--- config.mk ---
export PLATFORM = sky130hd
export DESIGN_NAME = passcode_lock_ctrl_flat
export DESIGN_NICKNAME = d
export VERILOG_FILES = /design/src/rtl/passcode_lock_ctrl_pkg.sv /design/src/rtl/passcode_lock_ctrl_if.sv /design/src/rtl/passcode_lock_ctrl_lockout_timer.sv /design/src/rtl/passcode_lock_ctrl.sv /design/src/flat_wrapper.sv
export SDC_FILE = /design/constraint.sdc
export NUM_CORES = 1
export LEC_CHECK = 0
export CORE_MARGIN = 8
export CORE_UTILIZATION = 52
export DETAILED_ROUTE_END_ITERATION = 12
export PLACE_DENSITY = 0.8
export SETUP_SLACK_MARGIN = 0.3
export SLEW_MARGIN = 20
export SYNTH_ARGS = -nofsm -noshare
export SYNTH_HDL_FRONTEND = slang
export SYNTH_SLANG_ARGS = --single-unit
--- constraint.sdc ---
create_clock -name clock -period 2.7 [get_ports clock]
set_clock_uncertainty 0.1 [all_clocks]
set_input_delay 0.54 -clock clock [delete_from_list [all_inputs] [get_ports clock]]
set_output_delay 0.54 -clock clock [all_outputs]
set_load 0.02 [all_outputs]
--- src/rtl/passcode_lock_ctrl_pkg.sv ---
// Shared definitions for the keypad lock: state encodings, code length and
// the digit type, plus a helper that packs buffered digits into a 16-bit code.
package lock_pkg;

  localparam logic [1:0] ST_INITIAL  = 2'b00;
  localparam logic [1:0] ST_UNLOCKED = 2'b01;
  localparam logic [1:0] ST_LOCKED   = 2'b10;

  localparam int CODE_DIGITS = 4;

  // Segment-driver code for an unlit digit position.
  localparam logic [4:0] BLANK_DIGIT = 5'b10100;

  typedef logic [3:0] digit_t;

  // First-entered digit lands in the most significant nibble.
  function automatic logic [15:0] pack_code(digit_t d1, digit_t d2, digit_t d3, digit_t d4);
    return {d1, d2, d3, d4};
  endfunction

endpackage

--- src/rtl/passcode_lock_ctrl_if.sv ---
// Keypad strobes in, display-facing lock status out.
interface passcode_lock_ctrl_if;
  // Strobes are single-cycle valids with no ready: the controller always
  // accepts, honouring one per cycle by priority clear > lock > enter > digit.
  logic       digit_valid;
  logic [3:0] digit;
  logic       enter;
  logic       lock;
  logic       clear;

  logic [3:0] hex1;
  logic [3:0] hex2;
  logic [3:0] hex3;
  logic [3:0] hex4;
  logic [2:0] counter;
  logic [1:0] state;
  logic       fail;
  logic       lockout;

  modport master (
    output digit_valid, digit, enter, lock, clear,
    input  hex1, hex2, hex3, hex4, counter, state, fail, lockout
  );

  modport slave (
    input  digit_valid, digit, enter, lock, clear,
    output hex1, hex2, hex3, hex4, counter, state, fail, lockout
  );
endinterface

--- src/rtl/passcode_lock_ctrl_lockout_timer.sv ---
// Load/count-down timer holding busy high for exactly CYCLES clocks after load.
// Only built when LOCKOUT_EN is defined.
`ifdef LOCKOUT_EN
module lockout_timer #(
    parameter int CYCLES = 100_000_000
) (
    input  logic clock,
    input  logic reset,
    input  logic load,
    output logic busy
);
    localparam int W = $clog2(CYCLES + 1);

    logic [W-1:0] remaining_q;

    always_ff @(posedge clock or posedge reset) begin
        if (reset) begin
            busy        <= 1'b0;
            remaining_q <= '0;
        end else if (load) begin
            busy        <= 1'b1;
            remaining_q <= W'(CYCLES - 1);
        end else if (busy) begin
            if (remaining_q == '0) busy <= 1'b0;
            else                   remaining_q <= remaining_q - W'(1);
        end
    end
endmodule
`endif

--- src/rtl/passcode_lock_ctrl.sv ---
// Passcode entry and lock-state controller feeding the seven-segment driver.
// Define LOCKOUT_EN to build the fail counter and lockout timer.
module passcode_lock_ctrl
  import lock_pkg::*;
#(
  parameter int MAX_FAILS      = 3,
  parameter int LOCKOUT_CYCLES = 100_000_000
) (
  input logic                 clock,
  input logic                 reset,
  passcode_lock_ctrl_if.slave bus
);

  localparam logic [2:0] FULL = 3'(CODE_DIGITS);

  logic [1:0]  state_q;
  digit_t      hex_q [CODE_DIGITS];
  logic [2:0]  count_q;
  logic [15:0] code_q;
  logic        fail_q;
  logic        locked_out;

  logic        take_clear, take_lock, take_enter, take_digit;
  logic [15:0] entered;
  logic        code_match;

  // A higher-priority strobe swallows the cycle even when it is itself ignored.
  always_comb begin
    entered    = pack_code(hex_q[0], hex_q[1], hex_q[2], hex_q[3]);
    code_match = (entered == code_q);
    take_clear = !locked_out && bus.clear;
    take_lock  = !locked_out && !bus.clear && bus.lock && (state_q == ST_UNLOCKED);
    take_enter = !locked_out && !bus.clear && !bus.lock && bus.enter && (count_q == FULL);
    take_digit = !locked_out && !bus.clear && !bus.lock && !bus.enter &&
                 bus.digit_valid && (count_q < FULL);
  end

  always_ff @(posedge clock or posedge reset) begin
    if (reset) begin
      state_q <= ST_INITIAL;
      count_q <= '0;
      code_q  <= '0;
      fail_q  <= 1'b0;
      for (int i = 0; i < CODE_DIGITS; i++) hex_q[i] <= '0;
    end else begin
      fail_q <= 1'b0;
      if (take_clear || take_lock || take_enter) begin
        count_q <= '0;
        for (int i = 0; i < CODE_DIGITS; i++) hex_q[i] <= '0;
      end
      if (take_lock) state_q <= ST_LOCKED;
      if (take_enter) begin
        case (state_q)
          ST_INITIAL: begin
            code_q  <= entered;
            state_q <= ST_LOCKED;
          end
          ST_LOCKED: begin
            if (code_match) state_q <= ST_UNLOCKED;
            else            fail_q  <= 1'b1;
          end
          ST_UNLOCKED: code_q  <= entered;
          default:     state_q <= ST_INITIAL;
        endcase
      end
      if (take_digit) begin
        hex_q[count_q[1:0]] <= bus.digit;
        count_q             <= count_q + 3'd1;
      end
    end
  end

`ifdef LOCKOUT_EN
  localparam int FW = $clog2(MAX_FAILS + 1);

  logic [FW-1:0] fails_q;
  logic          bad_try;
  logic          trip;

  assign bad_try = take_enter && (state_q == ST_LOCKED) && !code_match;
  assign trip    = bad_try && (fails_q == FW'(MAX_FAILS - 1));

  // The count restarts when the lockout begins; strobes are ignored until it ends.
  always_ff @(posedge clock or posedge reset) begin
    if (reset)                                                   fails_q <= '0;
    else if (trip)                                               fails_q <= '0;
    else if (take_enter && (state_q == ST_LOCKED) && code_match) fails_q <= '0;
    else if (bad_try && (fails_q != FW'(MAX_FAILS)))             fails_q <= fails_q + FW'(1);
  end

  lockout_timer #(
    .CYCLES(LOCKOUT_CYCLES)
  ) u_lockout_timer (
    .clock(clock),
    .reset(reset),
    .load (trip),
    .busy (locked_out)
  );
`else
  assign locked_out = 1'b0;
`endif

  assign bus.hex1    = hex_q[0];
  assign bus.hex2    = hex_q[1];
  assign bus.hex3    = hex_q[2];
  assign bus.hex4    = hex_q[3];
  assign bus.counter = count_q;
  assign bus.state   = state_q;
  assign bus.fail    = fail_q;
  assign bus.lockout = locked_out;

endmodule

--- src/flat_wrapper.sv ---
// flat-port wrapper written by rule: the top's interface ports become plain ports
module passcode_lock_ctrl_flat import lock_pkg::*;
#(
  parameter int MAX_FAILS      = 3,
  parameter int LOCKOUT_CYCLES = 100_000_000
)
  (clock, reset, bus_digit_valid, bus_digit, bus_enter, bus_lock, bus_clear, bus_hex1, bus_hex2, bus_hex3, bus_hex4, bus_counter, bus_state, bus_fail, bus_lockout);
  passcode_lock_ctrl_if bus_i ();
  input logic clock;
  input logic reset;
  input wire logic [$bits(bus_i.digit_valid)-1:0] bus_digit_valid;
  input wire logic [$bits(bus_i.digit)-1:0] bus_digit;
  input wire logic [$bits(bus_i.enter)-1:0] bus_enter;
  input wire logic [$bits(bus_i.lock)-1:0] bus_lock;
  input wire logic [$bits(bus_i.clear)-1:0] bus_clear;
  output wire logic [$bits(bus_i.hex1)-1:0] bus_hex1;
  output wire logic [$bits(bus_i.hex2)-1:0] bus_hex2;
  output wire logic [$bits(bus_i.hex3)-1:0] bus_hex3;
  output wire logic [$bits(bus_i.hex4)-1:0] bus_hex4;
  output wire logic [$bits(bus_i.counter)-1:0] bus_counter;
  output wire logic [$bits(bus_i.state)-1:0] bus_state;
  output wire logic [$bits(bus_i.fail)-1:0] bus_fail;
  output wire logic [$bits(bus_i.lockout)-1:0] bus_lockout;
  assign bus_i.digit_valid = bus_digit_valid;
  assign bus_i.digit = bus_digit;
  assign bus_i.enter = bus_enter;
  assign bus_i.lock = bus_lock;
  assign bus_i.clear = bus_clear;
  assign bus_hex1 = bus_i.hex1;
  assign bus_hex2 = bus_i.hex2;
  assign bus_hex3 = bus_i.hex3;
  assign bus_hex4 = bus_i.hex4;
  assign bus_counter = bus_i.counter;
  assign bus_state = bus_i.state;
  assign bus_fail = bus_i.fail;
  assign bus_lockout = bus_i.lockout;
  passcode_lock_ctrl #(.MAX_FAILS(MAX_FAILS), .LOCKOUT_CYCLES(LOCKOUT_CYCLES)) u_core (.clock(clock), .reset(reset), .bus(bus_i));
endmodule
==> out/metrics.csv, run 1 <==
metric,value,unit
post-synthesis mux area share,12.20,%
most frequent cells in the layout,"dfrtp_1 (38), nand2_1 (36), clkdlybuf4s50_1 (31)",
post-route ant nets,0,
average cell area after synthesis,10.92,um^2
Post-Layout Cell Count,252,
Row Count,21,
Setup TNS,0,ps
DR pass1 iterations,4,
PnR worst setup slack,547.2,ps
initial core utilization,55.08,%
Crit path arrival time,1510,ps
clock sinks,38,
pin count of the biggest net entering global routing,39,
r2r startpoint,u_core.bus.counter[0],
die area,5763,um^2
core area,3390,um^2
I/O pin total,33,
WP data required,2060,ps
layout cells sized above 1,14.08,%
routability congestion estimate from global placement,0.8759,
"Seq/Total Area, Yosys",50.94,%
post-synthesis simple-gate area fraction,16.55,%
fin. max-slew vios,0,
worst r2r path cells,6,
Fill cells,266,
Yosys reg bits,38,
power per cell area,425.5,nW/um^2
CTS Buffer Depth,2,
port bufs,31,
drt wl/cell,16.06,um
crit path kind,flip-flop to output pin,
worst hold path startpoint,u_core.code_q[10],
synth unique cells,31,
via count,1350,
period utilisation layout,79.73,%
via density per instance,5.357,
Ys Warns,0,
maximum vdd ir drop,0.0002384,V
Post-Syn Area,1867,um^2
element type at the critical path end,output pin,
worst-path maximum fanout,9,
xor/xnor share of the synthesized area,7.507,%
Hold Path Class,flip-flop to flip-flop,
DRC,0,
Ant. Diodes,0,
worst slew pin tran,606.8,ps
Synthesized Nets,185,
Fmax,464.5,MHz
largest family of logic cells by synthesized area,simple AND/OR/NAND/NOR gates,
fin nets,219,
Worst-path clk slew,110,ps
"Power, Total",960.4,uW
Worst Setup Start Kind,flip-flop,
Hold Path Stages,1,
Inst Count DP,244,
area post-placement,2197,um^2
slowest CP cell,clkdlybuf4s50_1,
CP startpoint,u_core.bus.state[1],
total gr overflow,0,
first-pass GRT wire length,6762,um
final setup vio count,0,
Vert. Die Dim,75.92,um
Synth Area in Compound Gates,6.300,%
status,"finished, final reports clean",
Min-Delay Endpoint,u_core.code_q[10],
Mapped Cells,171,
GRT Util Overall,14.41,%
Inserted Clock Buffers,5,
Synth Area in Adders,2.681,%
CP top delay family,buffers and inverters,
clk root buf,clkbuf_4,
area grow syn2layout,20.91,%
max-cap violations,0,
Leak,0.001016,uW
minimum clock period,2153,ps
RSZ-0062 raised after global routing,false,
final hold vios,0,
post-CTS setup buffer count,0,
initial antenna violation count,0,
fin area,2257,um^2
CTS tree,built,
DRT iter0 DRCs,47,
flop-to-flop setup slack,590,ps
DP HPWL,3105,um
critical-path cell list,clkdlybuf4s50_1,
Worst-Skew Late Latency,340,ps
Die X,75.92,um
vias in the first global route,1398,
pre-CTS WS,77.19,ps
Max stage delay on crit path,660,ps
final wirelength,4048,um
H-tree depth,2,
Max-Slew Margin vs Limit,59.18,%
RR Endpoint,u_core.code_q[9],
"most common cell after layout, fill and taps aside",dfrtp_1,
crit path buf inv count,1,
-- where the power goes --
| part | internal (uW) | switching (uW) |
|---|---|---|
| sequential | 573 | 5.81 |
| clock | 126 | 179 |
| combinational | 31.0 | 45.3 |
| total | 731 | 230 |
-- cells by family after synthesis --
family | Yosys count
AOI/OAI and AO/OA | 22
xor gates and xnor gates | 16
adders and majority gates | 4
buffers and inverters | 10
DFF | 38
muxes | 17
other | 1
and+or+nand+nor | 63
-- per-layer routing --
metal / routed length, um / GRT usage (%) / vias to the layer above / share of wire (%)
li1: - / - / 649 / -
met1: 1657 / 14.90 / 659 / 41
met2: 2085 / 25.28 / 32 / 52
met3: 193 / 4.835 / 10 / 4.8
met4: 112 / 7.255 / 0 / 2.8
met5: 0 / 0 / - / 0
-- through the flow --
| step | utilization, % | hold slack, ps |
|---|---|---|
| 2_1_floorplan | - | 401.0 |
| 3_3_place_gp | 64.82 | 410.0 |
| 3_5_place_dp | 64.82 | 421.1 |
| 4_1_cts | 66.59 | 444.1 |
| 5_1_grt | 66.59 | 456.1 |
| 6_report | 66.59 | 441.4 |
-- registers in the layout (all words and copies together) (netlist names) --
register and flops:
u_core.code_q 16, u_core.bus.state 2, u_core.bus.hex4 4, u_core.bus.hex1 4
u_core.bus.hex3 4, u_core.bus.counter 3, u_core.bus.fail 1, u_core.bus.hex2 4
-- layout make-up --
class	instances	area (um^2)	area share [%]
clock buffer	7	55.05	2.439
clock inverter	1	5.005	0.2217
inverter	4	15.01	0.6652
multi-input combinational	123	848.3	37.58
sequential	38	950.9	42.13
tap	46	57.56	2.550
timing repair buffer	33	325.3	14.41
-- cell usage after synthesis (all sizes together) --
library cell | count | share of area (%)
nand4 | 4 | 1.3
nor3b | 1 | 0.40
conb | 1 | 0.20
o21ai | 20 | 5.4
nand2 | 37 | 7.8
inv | 4 | 0.80
nor2 | 3 | 0.74
or2 | 1 | 0.34
buf | 4 | 2.3
a211oi | 1 | 0.40
and3 | 5 | 1.9
mux2i | 1 | 0.54
a32o | 1 | 0.54
mux2 | 16 | 12
ha | 4 | 2.7
nand2b | 1 | 0.34
nor4bb | 2 | 1.1
nor3 | 1 | 0.27
dfrtp | 38 | 51
clkbuf | 2 | 0.47
nor4 | 2 | 0.67
nand3 | 6 | 1.6
xnor2 | 16 | 7.5
-- worst max path at each step --
| stage | endpoint | slack [ps] | cells past startpoint |
|---|---|---|---|
| finish | bus_state[1] | 550 | 1 |
| global route | u_core.bus.hex4[1] | 450 | 5 |
| CTS | u_core.code_q[11] | 320 | 6 |
| detailed placement | u_core.code_q[11] | 80 | 5 |
| global placement | u_core.code_q[13] | 160 | 5 |
| floorplan | u_core.code_q[0] | 680 | 8 |
-- timing repair --
action,4_1_cts,5_1_grt
hold buffers,0,0
gates resized for setup,0,1
endpoints found under the setup margin,0,16
Note: power is estimated with default switching activity, not from simulation.
==> run 2, diff against run 1 <==
==> constraint.sdc (replaced) <==
create_clock -name clock -period 2.02 [get_ports clock]
set_clock_uncertainty 0.1 [all_clocks]
set_input_delay 0.404 -clock clock [delete_from_list [all_inputs] [get_ports clock]]
set_output_delay 0.404 -clock clock [all_outputs]
set_load 0.02 [all_outputs]
==> run 2 against run 1 <==
  * Worst setup slack lost 310 ps
  * Register-to-register slack lost 360 ps
  * Sequential share of layout area shrank 2.9 points
  * Critical path type is now flip-flop to flip-flop
==> out/metrics.csv, run 2 (same netlist as run 1, synthesis figures left out) <==
metric,value,unit,change
multi-input logic area,885.9,um^2,+4.4%
most frequent cells in the layout,"nand2_1 (36), dfrtp_1 (36), o21ai_0 (20), dlygate4sd2_1 (20), xnor2_1 (16)",,
Leak,0.001204,uW,+18%
status,"finished, final reports clean",,
final hold vios,0,,unchanged
initial antenna violation count,0,,unchanged
die area,5763,um^2,unchanged
Final Core Density,71.61,%,+5.0 points
drt wl/cell,15.84,um,-1.4%
Inserted Clock Buffers,5,,unchanged
Setup TNS,0,ps,unchanged
Row Count,21,,unchanged
I/O pin total,33,,unchanged
Crit path arrival time,1930,ps,+420 ps
Post-Layout Cell Count,268,,+6.3%
core area,3390,um^2,unchanged
Reg with most FFs,u_core.code_q,,
H-tree depth,2,,unchanged
register area,953.4,um^2,+0.26%
Fmax,559.6,MHz,
crit path kind,flip-flop to flip-flop,,
initial core utilization,55.08,%,unchanged
pin count of the biggest net entering global routing,39,,unchanged
final wirelength,4245,um,+4.9%
layout cells sized above 1,25.23,%,+11 points
DRT iter0 DRCs,58,,+23%
area grow syn2layout,30.03,%,
port bufs,31,,unchanged
Vert. Die Dim,75.92,um,unchanged
Fill cells,235,,-12%
Worst-path clk slew,120,ps,about the same
period utilisation layout,88.46,%,
max reg flops,16,,unchanged
via density per instance,5.235,,-2.3%
fin. max-slew vios,0,,unchanged
via count,1403,,+3.9%
WP data required,2160,ps,+100 ps
maximum vdd ir drop,0.0003041,V,+28%
final setup vio count,0,,unchanged
worst-path maximum fanout,8,,-1
post-route ant nets,0,,unchanged
Worst-Skew Late Latency,350,ps,about the same
CTS Buffer Depth,2,,unchanged
max-cap violations,0,,unchanged
area post-placement,2290,um^2,+4.2%
Hold Path Class,input pin to async pin,,
PnR worst setup slack,233.0,ps,-314.2 ps
Worst Setup Start Kind,flip-flop,,
DP HPWL,3003,um,-3.3%
GRT Util Overall,15.86,%,+1.4 points
pre-CTS WS,-82.04,ps,-159.2 ps
clock sinks,38,,unchanged
CTS tree,built,,
DRC,0,,unchanged
vias in the first global route,1506,,+7.7%
fin nets,235,,+7.3%
RSZ-0062 raised after global routing,true,,
Ant. Diodes,0,,unchanged
DR pass1 iterations,4,,unchanged
total gr overflow,0,,unchanged
minimum clock period,1787,ps,
power per cell area,541.2,nW/um^2,+27%
fin area,2427,um^2,+7.5%
element type at the critical path end,flip-flop,,
clk root buf,clkbuf_4,,
Inst Count DP,251,,+2.9%
first-pass GRT wire length,7452,um,+10%
routability congestion estimate from global placement,0.8564,,-2.2%
Die X,75.92,um,unchanged
[run 2: cell count changes in the layout (fill, tap and decap cells not counted), moves of 2 or more]
cell | previous run | this run
dlygate4sd2_1 | 0 | 20
inv_1 | 4 | 2
buf_12 | 0 | 2
inv_2 | 0 | 2
dfrtp_2 | 0 | 2
dfrtp_1 | 38 | 36
clkdlybuf4s50_1 | 31 | 9
clkbuf_2 | 0 | 2
buf_4 | 2 | 15
[run 2: cell type report]
type	instances	share of cell area (%)
flip-flops and latches	38	39.28
inverters	4	0.6186
clock buffers	7	2.268
well taps	46	2.371
repair buffers	49	18.76
multi-input cells	123	36.49
clock inverters	1	0.2062
[run 2: what timing repair did]
action	CTS	global route
pin swaps	0	3
hold buffers	0	0
cloned	1	0
gates resized for setup	24	8
endpoints found under the setup margin	38	40
setup buffers	6	2
[run 2: per-layer routing]
layer,GRT usage [%],wire length (um),vias to the layer above
met5,0,0,-
met4,10.20,121,0
met3,4.009,186,8
met2,26.22,2179,37
met1,17.70,1759,676
li1,-,-,682
[run 2: critical path, cell delays in order (launching register included)]
cell	delay (ps)
dfrtp_2	430
inv_2	80
ha_4	130
and3_4	180
nand2_4	40
or2_4	270
buf_12	160
mux2_4	290
[run 2: path summary, 6_finish.rpt]
kind                                            start                     to  slack (ps)  cells after the start
worst max-delay path            u_core.bus.counter[1]       u_core.code_q[2]         230                      7
worst min-delay path                            reset     u_core.bus.hex1[3]         360                      3
worst max register to register  u_core.bus.counter[1]       u_core.code_q[2]         230                      7
worst min register to register      u_core.code_q[15]      u_core.code_q[15]         440                      1
max in group asynchronous                       reset  u_core.bus.counter[0]        1110                      3
min in group clock                  u_core.code_q[15]      u_core.code_q[15]         440                      1
[run 2: power by group]
part	leakage [uW]	switching [uW]	internal (uW)
combinational	0.000648	68.2	55.2
sequential	0.000521	6.51	767
clock	0.0000353	248	169
[run 2: metrics by stage]
stage	power, uW	hold slack [ps]
detailed placement	906.2	417.5
CTS	1318	366.9
finish	1314	356.6
global placement	903.2	410.2
floorplan	842.7	401.0
global route	1377	391.3
